**src/rtl/mem_port_arbiter.sv**
```systemverilog
// Single-port memory bus arbiter between instruction fetch (IF) and load/store (DM).
// DM has priority; a bounded DM grant streak guarantees IF forward progress.
module mem_port_arbiter #(
   parameter int unsigned ADDR_W        = 32,
   parameter int unsigned DATA_W        = 32,
   parameter int unsigned MAX_DM_STREAK = 4
) (
   input  logic                  clk_i,
   input  logic                  rst_n_i,
   input  logic                  flush_i,
   input  logic                  if_req_i,
   input  logic [ADDR_W-1:0]     if_addr_i,
   output logic                  if_gnt_o,
   output logic                  if_rvalid_o,
   output logic [DATA_W-1:0]     if_rdata_o,
   input  logic                  dm_req_i,
   input  logic                  dm_we_i,
   input  logic [DATA_W/8-1:0]   dm_be_i,
   input  logic [ADDR_W-1:0]     dm_addr_i,
   input  logic [DATA_W-1:0]     dm_wdata_i,
   output logic                  dm_gnt_o,
   output logic                  dm_rvalid_o,
   output logic [DATA_W-1:0]     dm_rdata_o,
   output logic                  mem_req_o,
   output logic                  mem_we_o,
   output logic [DATA_W/8-1:0]   mem_be_o,
   output logic [ADDR_W-1:0]     mem_addr_o,
   output logic [DATA_W-1:0]     mem_wdata_o,
   input  logic                  mem_gnt_i,
   input  logic                  mem_rvalid_i,
   input  logic [DATA_W-1:0]     mem_rdata_i
);

   localparam int unsigned BE_W       = DATA_W / 8;
   localparam logic [3:0]  STREAK_MAX = 4'(MAX_DM_STREAK);

   typedef enum logic [1:0] {S_IDLE, S_LOCKED, S_RESP} state_e;
   typedef enum logic {OWN_DM, OWN_IF} owner_e;

   state_e     state_q, state_d;
   owner_e     owner_q, owner_d;
   logic [3:0] streak_q, streak_d;
   logic       drop_q, drop_d;

   owner_e     sel_owner;
   owner_e     cur_owner;
   logic       req;
   logic       gnt;
   logic       rsp;
   logic       is_dm;

   always_comb begin
      // IF wins over a pending DM request only once the DM streak has saturated
      sel_owner = (dm_req_i && !(if_req_i && (streak_q == STREAK_MAX))) ? OWN_DM : OWN_IF;
      cur_owner = (state_q == S_IDLE) ? sel_owner : owner_q;
      req       = (state_q == S_IDLE) ? (if_req_i | dm_req_i) : (state_q == S_LOCKED);
      gnt       = req & mem_gnt_i;
      rsp       = (state_q == S_RESP) & mem_rvalid_i;
      is_dm     = (cur_owner == OWN_DM);
   end

   always_comb begin
      state_d  = state_q;
      owner_d  = owner_q;
      streak_d = streak_q;
      drop_d   = drop_q;

      unique case (state_q)
         S_IDLE: begin
            if (req) begin
               owner_d = sel_owner;
               state_d = mem_gnt_i ? S_RESP : S_LOCKED;
            end
         end
         S_LOCKED: begin
            if (mem_gnt_i) state_d = S_RESP;
         end
         S_RESP: begin
            if (mem_rvalid_i) state_d = S_IDLE;
         end
         default: state_d = S_IDLE;
      endcase

      // The response cycle always retires the drop flag, even if flush_i coincides
      if (rsp) begin
         drop_d = 1'b0;
      end else if (flush_i && (owner_q == OWN_IF) && (state_q != S_IDLE)) begin
         drop_d = 1'b1;
      end

      if (!if_req_i || (gnt && !is_dm)) begin
         streak_d = '0;
      end else if (gnt && is_dm && (streak_q != 4'hF)) begin
         streak_d = streak_q + 4'd1;
      end
   end

   always_ff @(posedge clk_i or negedge rst_n_i) begin
      if (!rst_n_i) begin
         state_q  <= S_IDLE;
         owner_q  <= OWN_DM;
         streak_q <= '0;
         drop_q   <= 1'b0;
      end else begin
         state_q  <= state_d;
         owner_q  <= owner_d;
         streak_q <= streak_d;
         drop_q   <= drop_d;
      end
   end

   // Outputs are forced low while reset is asserted, including the pass-through paths
   always_comb begin
      mem_req_o   = rst_n_i & req;
      mem_we_o    = rst_n_i & is_dm & dm_we_i;
      mem_be_o    = {BE_W{rst_n_i}} & (is_dm ? dm_be_i : {BE_W{1'b1}});
      mem_addr_o  = {ADDR_W{rst_n_i}} & (is_dm ? dm_addr_i : if_addr_i);
      mem_wdata_o = {DATA_W{rst_n_i}} & (is_dm ? dm_wdata_i : '0);
      if_gnt_o    = rst_n_i & gnt & !is_dm;
      dm_gnt_o    = rst_n_i & gnt & is_dm;
      if_rvalid_o = rst_n_i & rsp & (owner_q == OWN_IF) & !drop_q;
      dm_rvalid_o = rst_n_i & rsp & (owner_q == OWN_DM);
      if_rdata_o  = {DATA_W{rst_n_i}} & mem_rdata_i;
      dm_rdata_o  = {DATA_W{rst_n_i}} & mem_rdata_i;
   end

endmodule

```
**config.mk**
```make
export PLATFORM = sky130hd
export DESIGN_NAME = mem_port_arbiter
export DESIGN_NICKNAME = d
export VERILOG_FILES = /design/src/rtl/mem_port_arbiter.sv
export SDC_FILE = /design/constraint.sdc
export NUM_CORES = 1
export LEC_CHECK = 0
export CAP_MARGIN = 20
export CORE_AREA = 2 2 107 109
export DETAILED_ROUTE_END_ITERATION = 8
export DIE_AREA = 0 0 109 111
export DONT_BUFFER_PORTS = 1
export SLEW_MARGIN = 10
export SYNTH_ARGS = -nofsm -noshare
export SYNTH_HDL_FRONTEND = slang
export SYNTH_SLANG_ARGS = --single-unit
```
**constraint.sdc**
```tcl
create_clock -name clk_i -period 3.5 [get_ports clk_i]
set_clock_uncertainty 0.2 [all_clocks]
set_input_delay 0.525 -clock clk_i [delete_from_list [all_inputs] [get_ports clk_i]]
set_output_delay 0.525 -clock clk_i [all_outputs]
set_load 0.005 [all_outputs]
```
**Yosys cells after proc, flatten, opt, wreduce, memory -nomap -nowiden**

Cells that the tools add are included.

- Add/subtract/negate cells: 1
- Equality and inequality tests: 7
- Mux-type cells: 15
- Bitwise operators: 19
- Reduce and logical (&&, ||, !) cells: 17

Operators with widths:

| kind | number |
|---|---|
| bitwise AND 32 bit | 3 |
| 2-to-1 mux 32 bit | 2 |
| bitwise AND 1 bit | 12 |
| 2-to-1 mux 4 bit | 3 |
| 2-to-1 mux 2 bit | 4 |
| logical AND 1 bit | 7 |
| != test 2 bit (second input constant) | 3 |
| case mux 2 bit (3 select lines) | 1 |
| nonzero test 2 bit | 3 |
| 2-to-1 mux 1 bit | 5 |
| adder 4 x 1 -> 4 bit (second input constant) | 1 |
| bitwise AND 4 bit | 1 |
| == test 4 x 3 -> 1 bit (second input constant) | 1 |
| != test 4 bit (second input constant) | 1 |
| logical NOT 1 bit | 3 |
| AND reduction 3 bit | 1 |
| == test 2 x 1 -> 1 bit (second input constant) | 1 |
| == test 2 bit (second input constant) | 1 |
| logical NOT 2 bit | 1 |
| NOT 1 bit | 2 |
| AND reduction 2 bit | 1 |
| logical OR 1 bit | 1 |
| bitwise OR 1 bit | 1 |

- Bits in registers: 8
- Input bits: 140
- Output and inout port bits: 138
- Logic and storage cells: 63

**Depth between registers and ports, before layout**

Gate-level depths: netlist (run 1).

- Depth after elaboration: 11
- Mapped depth: 8
- Depth with buffers taken out: 6

**Worst setup path before layout (run 1)**

Ideal clock, no wire load.

- Kind: input to output
- Start: input port dm_req_i
- End: output port mem_addr_o[17]
- Data arrival time: 1.808 ns
- Required time: 2.775 ns
- Path slack: 0.967 ns
- Stages on the path: 6
- Path buffers: 2
- Cell sequence: or3b_4 > o22ai_1 > buf_2 > buf_4 > nand2_1 > a21boi_0

- Longest elaborated chain between the ends: 5

RTL lines:

| item | line | RTL |
|---|---|---|
| start: declaration | 16 | `input logic dm_req_i,` |
| logical AND 1 bit | 54 | `sel_owner = (dm_req_i && !(if_req_i && (streak_q == STREAK_MAX))) ? OWN_DM : OWN_IF;` |
| 2-to-1 mux 1 bit | 54 |  |
| 2-to-1 mux 1 bit | 55 | `cur_owner = (state_q == S_IDLE) ? sel_owner : owner_q;` |
| 2-to-1 mux 32 bit | 117 | `mem_addr_o = {ADDR_W{rst_n_i}} & (is_dm ? dm_addr_i : if_addr_i);` |
| bitwise AND 32 bit | 117 |  |
| end: declaration | 27 | `output logic [ADDR_W-1:0] mem_addr_o,` |

Every way passes these cells.

**Final worst setup path (run 1)**

- Start: register streak_q[0]
- End: output port mem_addr_o[26]

- Longest elaborated chain between the ends: 8

RTL lines:

| item | line | RTL |
|---|---|---|
| start: declaration | 42 | `logic [3:0] streak_q, streak_d;` |
| start signal: assignment | 107 | `streak_q <= streak_d;` |
| == test 4 x 3 -> 1 bit | 54 |  |
| logical AND 1 bit | 54 |  |
| logical NOT 1 bit | 54 |  |
| logical AND 1 bit | 54 |  |
| 2-to-1 mux 1 bit | 54 |  |
| 2-to-1 mux 1 bit | 55 |  |
| 2-to-1 mux 32 bit | 117 |  |
| bitwise AND 32 bit | 117 |  |

Every way passes these cells.

==> results.toml, run 1 <==
[run_status]
status = "completed"

[placed_design]
place.gp.congestion = 0.851
hpwl_um = 4480
io_buffer_count = 0

[cts]
cts-root-buf = "clkbuf_16"
cts_tree = "done"
cts_htree_levels = 1
postCtsSetupBuffers = 0
cts_sinks = 8
clock_latency_ns = 0.23
cts_resized = 0
cts_buffers = 3
clkTransAtPathRegs_ns = 0.04
cts_max_path_buffers = 2

[worst_setup_path]
rr_startpoint = "state_q[1]"
path_class = "reg2out"
cpPeakStageDelay_ns = 0.48
r2r_cells = 5
startpoint_type = "register"
critical_path.reg2reg.endpoint = "streak_q[3]"
slowest_stage = "o22a_1"
cp-end-kind = "primary output"
arrival_ns = 2.41
path_cells = "inv_1, ha_1, and4b_1, o22a_1, buf_4, nand2_1, a21boi_0"
worstPathRequired_ns = 2.77
r2r_slack_ns = 0.87
critPathMaxFanout = 30

[synth]
synth_compound_area_frac = 0.208
synth_edf_count = 0
ys_types = 29
synth_top_family_by_area = "simple AND/OR/NAND/NOR gates"
netlist_instances = 278
synthAdderAreaFrac = 0.0142
synthSimpleGateAreaFrac = 0.461
synthMuxAreaShare = 0
synth-xor-area-share = 0
avgSynthCellArea_sq_um = 6.33
syn_area_sq_um = 1760
synthFlopType = "dfrtp_1"
yosys_warnings = 0
ys_ff_latch = 8
async_reset_ff_frac = 1.00
syn_nets = 420
ys_seq_area_frac = 0.114

[timing]
fmax_ghz = 0.319
relSlewSlack = 0.657
tns_ns = 0
finalHoldViolCount = 0
period_minus_slack_ns = 3.14
worst_pin_slew_ns = 0.514
maxSlewViolCount = 0
period_share = 0.896
holdWs_ns = 0.159
setup_viol = 0
rsz0062_at_grt = "no"

[hold_path]
hp-class = "in2reg"
hold_depth = 1
min_to = "state_q[0]"
hold_start = "mem_gnt_i"

[layout]
final_cell_mix = "nand2_1 (65), and3_1 (36), and2_1 (32), a21boi_0 (31), dfrtp_1 (8)"
nets = 373
diodes = 0
drive_above_1_share = 0.0349
areaGrowthSynthToFinish_pct = -2.56
n_fill_cell = 1259
layout_commonest_cell = "nand2_1"

[drt]
wl_um = 5590
wl_met3_um = 531
drc = 0
wl_met1_um = 1740
num_vias = 1799
avgRoutedWirePerCell_um = 15.0
wl_met2_um = 3030
first_pass_iters = 4
dr.first_iter.drc_count = 45
highest_layer = "met4"
avgViaCountPerCell = 4.84
ant_nets = 0

[pwr]
ir_worst_vdd_mv = 0.132
p_leak_nw = 0.757
p_per_area_nw_per_um2 = 386

[floorplanning]
die_w_um = 109
io_pins = 278
rows = 39
start_util = 0.159
core_region_area_sq_um = 11100
die_h_um = 111
dieArea_sq_um = 12100

[run]
cap_viol_max_count = 0

[global_route]
antenna_found_initial = 0
grt-ovfl-total = 0
grt_util_all_layers = 0.0801
grt_max_degree = 107
first_global_vias = 1657
grt_pass1_wl_um = 7670
## metal layers
layer  GRT usage  vias up
li1            -      794
met4      0.0547        0
met3      0.0135       24
met5           0        -
met1      0.0694      820
met2       0.159      161
## report_power, final
| part | total, mW | internal, mW | leakage, nW | switching (mW) |
|---|---|---|---|---|
| logic | 0.345 | 0.118 | 0.615 | 0.227 |
| clock network | 0.191 | 0.147 | 0.0370 | 0.0437 |
| registers | 0.127 | 0.106 | 0.105 | 0.0208 |
| total | 0.663 | 0.371 | 0.757 | 0.291 |
## registers in the layout, indices dropped and copies added, names as in the netlist
signal    flops
drop_q        1
owner_q       1
state_q       2
streak_q      4
## synthesized netlist by cell type, drive strengths merged (3+ instances only)
cell type | n | share of area
o21a | 5 | 0.021
o21ai | 4 | 0.011
buf | 37 | 0.16
and3 | 36 | 0.13
nand3 | 5 | 0.014
nor2 | 6 | 0.013
dfrtp | 8 | 0.11
a21oi | 6 | 0.017
and2 | 32 | 0.11
a21boi | 32 | 0.14
clkbuf | 19 | 0.041
nand2 | 65 | 0.14
inv | 3 | 0.0064
## worst max-delay path by stage
stage	start	end	slack, ns
2_1_floorplan	dm_req_i	mem_addr_o[17]	0.97
3_3_place_gp	streak_q[0]	mem_addr_o[26]	0.64
3_5_place_dp	streak_q[0]	mem_addr_o[26]	0.55
4_1_cts	streak_q[0]	mem_addr_o[26]	0.30
5_1_grt	streak_q[0]	mem_addr_o[26]	0.11
6_report	streak_q[0]	mem_addr_o[26]	0.36
## worst max-delay path: cells and delay by family, from the launching register on
family                     cells  cell delay [ns]
AOI/OAI and AO/OA              2             0.71
adders and majority gates      1             0.15
buffers and inverters          2             0.49
DFF                            1             0.40
and+or+nand+nor                2             0.43
## repair_timing
action / in CTS / in global routing
hold endpoints to repair: 8 / 0
endpoints found under the setup margin: 0 / 0
hold buffers: 1 / 0
## kinds of logic after synthesis
kind of cell	after synthesis
buffers and inverters	59
flip-flops	8
AO/OA/AOI/OAI	52
AND/OR/NAND/NOR	157
adder cells (fa/ha/maj)	2
## layout make-up
cell class              count  area, sq um  share of cell area
well taps                 143          179               0.104
multi-input cells         211         1220               0.710
repair buffers              4         32.5              0.0190
clock buffers               3         75.1              0.0438
inverters                   3         11.3             0.00656
flip-flops and latches      8          200               0.117
## stage by stage
step / setup WS [ns] / power [mW] / area (sq um) / cells / util
6_report: 0.364 / 0.663 / 1720 / 372 / 0.155
5_1_grt: 0.114 / 0.722 / 1720 / 372 / 0.155
4_1_cts: 0.295 / 0.674 / 1720 / 372 / 0.155
3_5_place_dp: 0.552 / 0.475 / 1630 / 368 / 0.147
3_3_place_gp: 0.640 / 0.461 / 1630 / 368 / 0.147
2_1_floorplan: 0.967 / 0.438 / 1760 / 278 / -
No activity file was read; power rests on OpenSTA's default activity.
==> inputs of run 2 (changes only) <==
- HOLD_SLACK_MARGIN: default -> 0.15
==> results of run 2 <==
Same layout as run 1: the final DEF is identical, and so are final timing and power.
==> inputs of run 3 (changes only) <==
- ABC_AREA: default -> 1
- CORE_AREA: 2 2 107 109 -> 2 2 108 110
- DIE_AREA: 0 0 109 111 -> 0 0 110 112
==> run 3 against run 2 <==
  * Non-clock buffer count unchanged
  * Worst hold slack improved by 0.088 ns
  * Combinational power up 19%
  * Count of clock-buffer cells in the layout stayed put
  * Die area grew 1.8%
  * Critical path type unchanged
  * Critical endpoint is now dm_gnt_o
==> results.toml, run 3 <==
[run_status]
status = "completed"

[synth]
yosys_warnings = 0
netlist_instances = 360
syn_nets = 502
netlist.area_leader.share = 0.230
ys_ff_latch = 8
avgSynthCellArea_sq_um = 4.99
async_reset_ff_frac = 1.00
synth_edf_count = 0
synth_top_area_cell = "nor2_1"
ys_seq_area_frac = 0.111
syn_area_sq_um = 1800
synthFlopType = "dfrtp_1"
synthTopCellsByCount = "nor2_1 (110), inv_1 (81), nand2_1 (49)"
yosysMostFrequentCell = "nor2_1"
synthTopCellsByArea = "nor2_1 (23%), inv_1 (17%), buf_4 (15%), dfrtp_1 (11%), nand2_1 (10%)"
ys_types = 21

[cts]
clkTransAtPathRegs_ns = 0.04
postCtsSetupBuffers = 0
cts-root-buf = "clkbuf_16"
cts_resized = 0
clock_latency_ns = 0.23
cts_buffers = 3
cts_sinks = 8
cts_htree_levels = 1
cts_tree = "done"
holdBufCountCts = 1
cts_max_path_buffers = 2

[layout]
largest_registers = "streak_q x4, state_q x2"
final_cell_mix = "nor2_1 (110), inv_1 (81), nand2_1 (49), o21ai_1 (20), o21ai_0 (17)"
largest_reg_flops = 4
diodes = 0
layout_commonest_cell = "nor2_1"
areaGrowthSynthToFinish_pct = -3.34
drive_above_1_share = 0.0473
regMostFlops = "streak_q"
postLayoutCellArea_sq_um = 1740
nets = 461
n_fill_cell = 1295

[worst_setup_path]
rr_startpoint = "streak_q[0]"
critical_path.reg2reg.endpoint = "streak_q[1]"
slowest_stage = "dfrtp_1"
critPathLaunch = "streak_q[0]"
cpPeakStageDelay_ns = 0.38
arrival_ns = 1.99
worstPathRequired_ns = 2.77
r2r_slack_ns = 1.43
critPathMaxFanout = 34
path_cells = "inv_1, ha_1, nand2_1, inv_1, nand2_1, nand2_2, nand2_2, nand2_2, inv_2, nand2_2, nor2_1, buf_4"
crit_path_end = "dm_gnt_o"
r2r_cells = 12
startpoint_type = "register"
crit_top_cell = "nand2_2"
path_class = "reg2out"
cp-end-kind = "primary output"

[global_route]
use_met1 = 0.119
grt_util_all_layers = 0.0918
grt_pass1_wl_um = 8420
first_global_vias = 1571
antenna_found_initial = 0
grt-ovfl-total = 0
met2_usage = 0.146
grt.busiest_layer = "met2"
grt_max_degree = 73
grt_use_met3 = 0.0427

[drt]
drc = 0
wl_um = 6510
avgViaCountPerCell = 4.14
num_vias = 1903
ant_nets = 0
dr.first_iter.drc_count = 127
first_pass_iters = 4
avgRoutedWirePerCell_um = 14.2

[floorplanning]
die_h_um = 112
die_w_um = 110
io_pins = 278
dieArea_sq_um = 12300
rows = 39
core_region_area_sq_um = 11200
start_util = 0.161

[timing]
finalHoldViolCount = 0
setup_viol = 0
maxSlewViolCount = 0
period_minus_slack_ns = 2.71
worst_pin_slew_ns = 0.594
rsz0062_at_grt = "no"
tns_ns = 0
period_share = 0.775
relSlewSlack = 0.602
fmax_ghz = 0.369

[placed_design]
io_buffer_count = 0
dpl_cell_area_sq_um = 1650
hpwl_um = 5300
place.gp.congestion = 0.822

[run]
cap_viol_max_count = 0

[hold_path]
hp-class = "in2reg"
hold_depth = 2

[pwr]
p_per_area_nw_per_um2 = 420
ir_worst_vdd_mv = 0.136
p_leak_nw = 1.14
## run 3: power by group
part | leakage, nW | internal (mW) | switching [mW]
Sequential | 0.105 | 0.111 | 0.0151
Clock | 0.0370 | 0.148 | 0.0468
Combinational | 0.994 | 0.101 | 0.307
Total | 1.14 | 0.360 | 0.369
## run 3: per-stage QoR
step | utilization | instances | total power, mW | hold WS [ns] | worst slack (ns)
final | 0.155 | 460 | 0.729 | 0.247 | 0.789
after detailed placement | 0.148 | 456 | 0.540 | 0.0317 | 1.03
after floorplan | - | 360 | 0.508 | 0.0294 | 1.40
after CTS | 0.155 | 460 | 0.740 | 0.244 | 0.779
after global placement | 0.148 | 456 | 0.536 | 0.0318 | 1.07
after global routing | 0.155 | 460 | 0.815 | 0.269 | 0.555
## run 3: worst max-delay path: cells and delay by family, from the launching register on
kind / cells / cell delay, ns
fa+ha+maj: 1 / 0.19
buf+inv: 4 / 0.33
flops: 1 / 0.38
simple gates: 7 / 0.85
## run 3: worst min-delay path by stage
stage,endpoint,slack (ns),startpoint
floorplan,drop_q,0.03,rst_n_i
global placement,drop_q,0.03,rst_n_i
detailed placement,drop_q,0.03,rst_n_i
CTS,streak_q[2],0.24,if_req_i
global route,streak_q[0],0.27,if_req_i
finish,streak_q[2],0.25,if_req_i
## run 3: routing by layer
layer  share of wire  wire [um]
met4               0          0
met3            0.12        767
met2            0.46       3030
met5               0          0
met1            0.42       2720
## run 3: logic make-up (layout without fill, tap and decap cells)
group           after synthesis  in the layout  share of synthesized area
simple gates                177            177                      0.392
compound gates               39             39                      0.111
fa+ha+maj                     2              2                     0.0139
xor+xnor                      1              1                    0.00488
buf+inv                     133             90                      0.366
flops                         8              8                      0.111
## run 3: final cells by class
type	count	area, sq um	area share
Multi-Input combinational cell	219	938	0.540
Inverter	83	312	0.179
Sequential cell	8	200	0.115
Tap cell	143	179	0.103
Clock buffer	3	75.1	0.0432
Timing Repair Buffer	4	32.5	0.0187
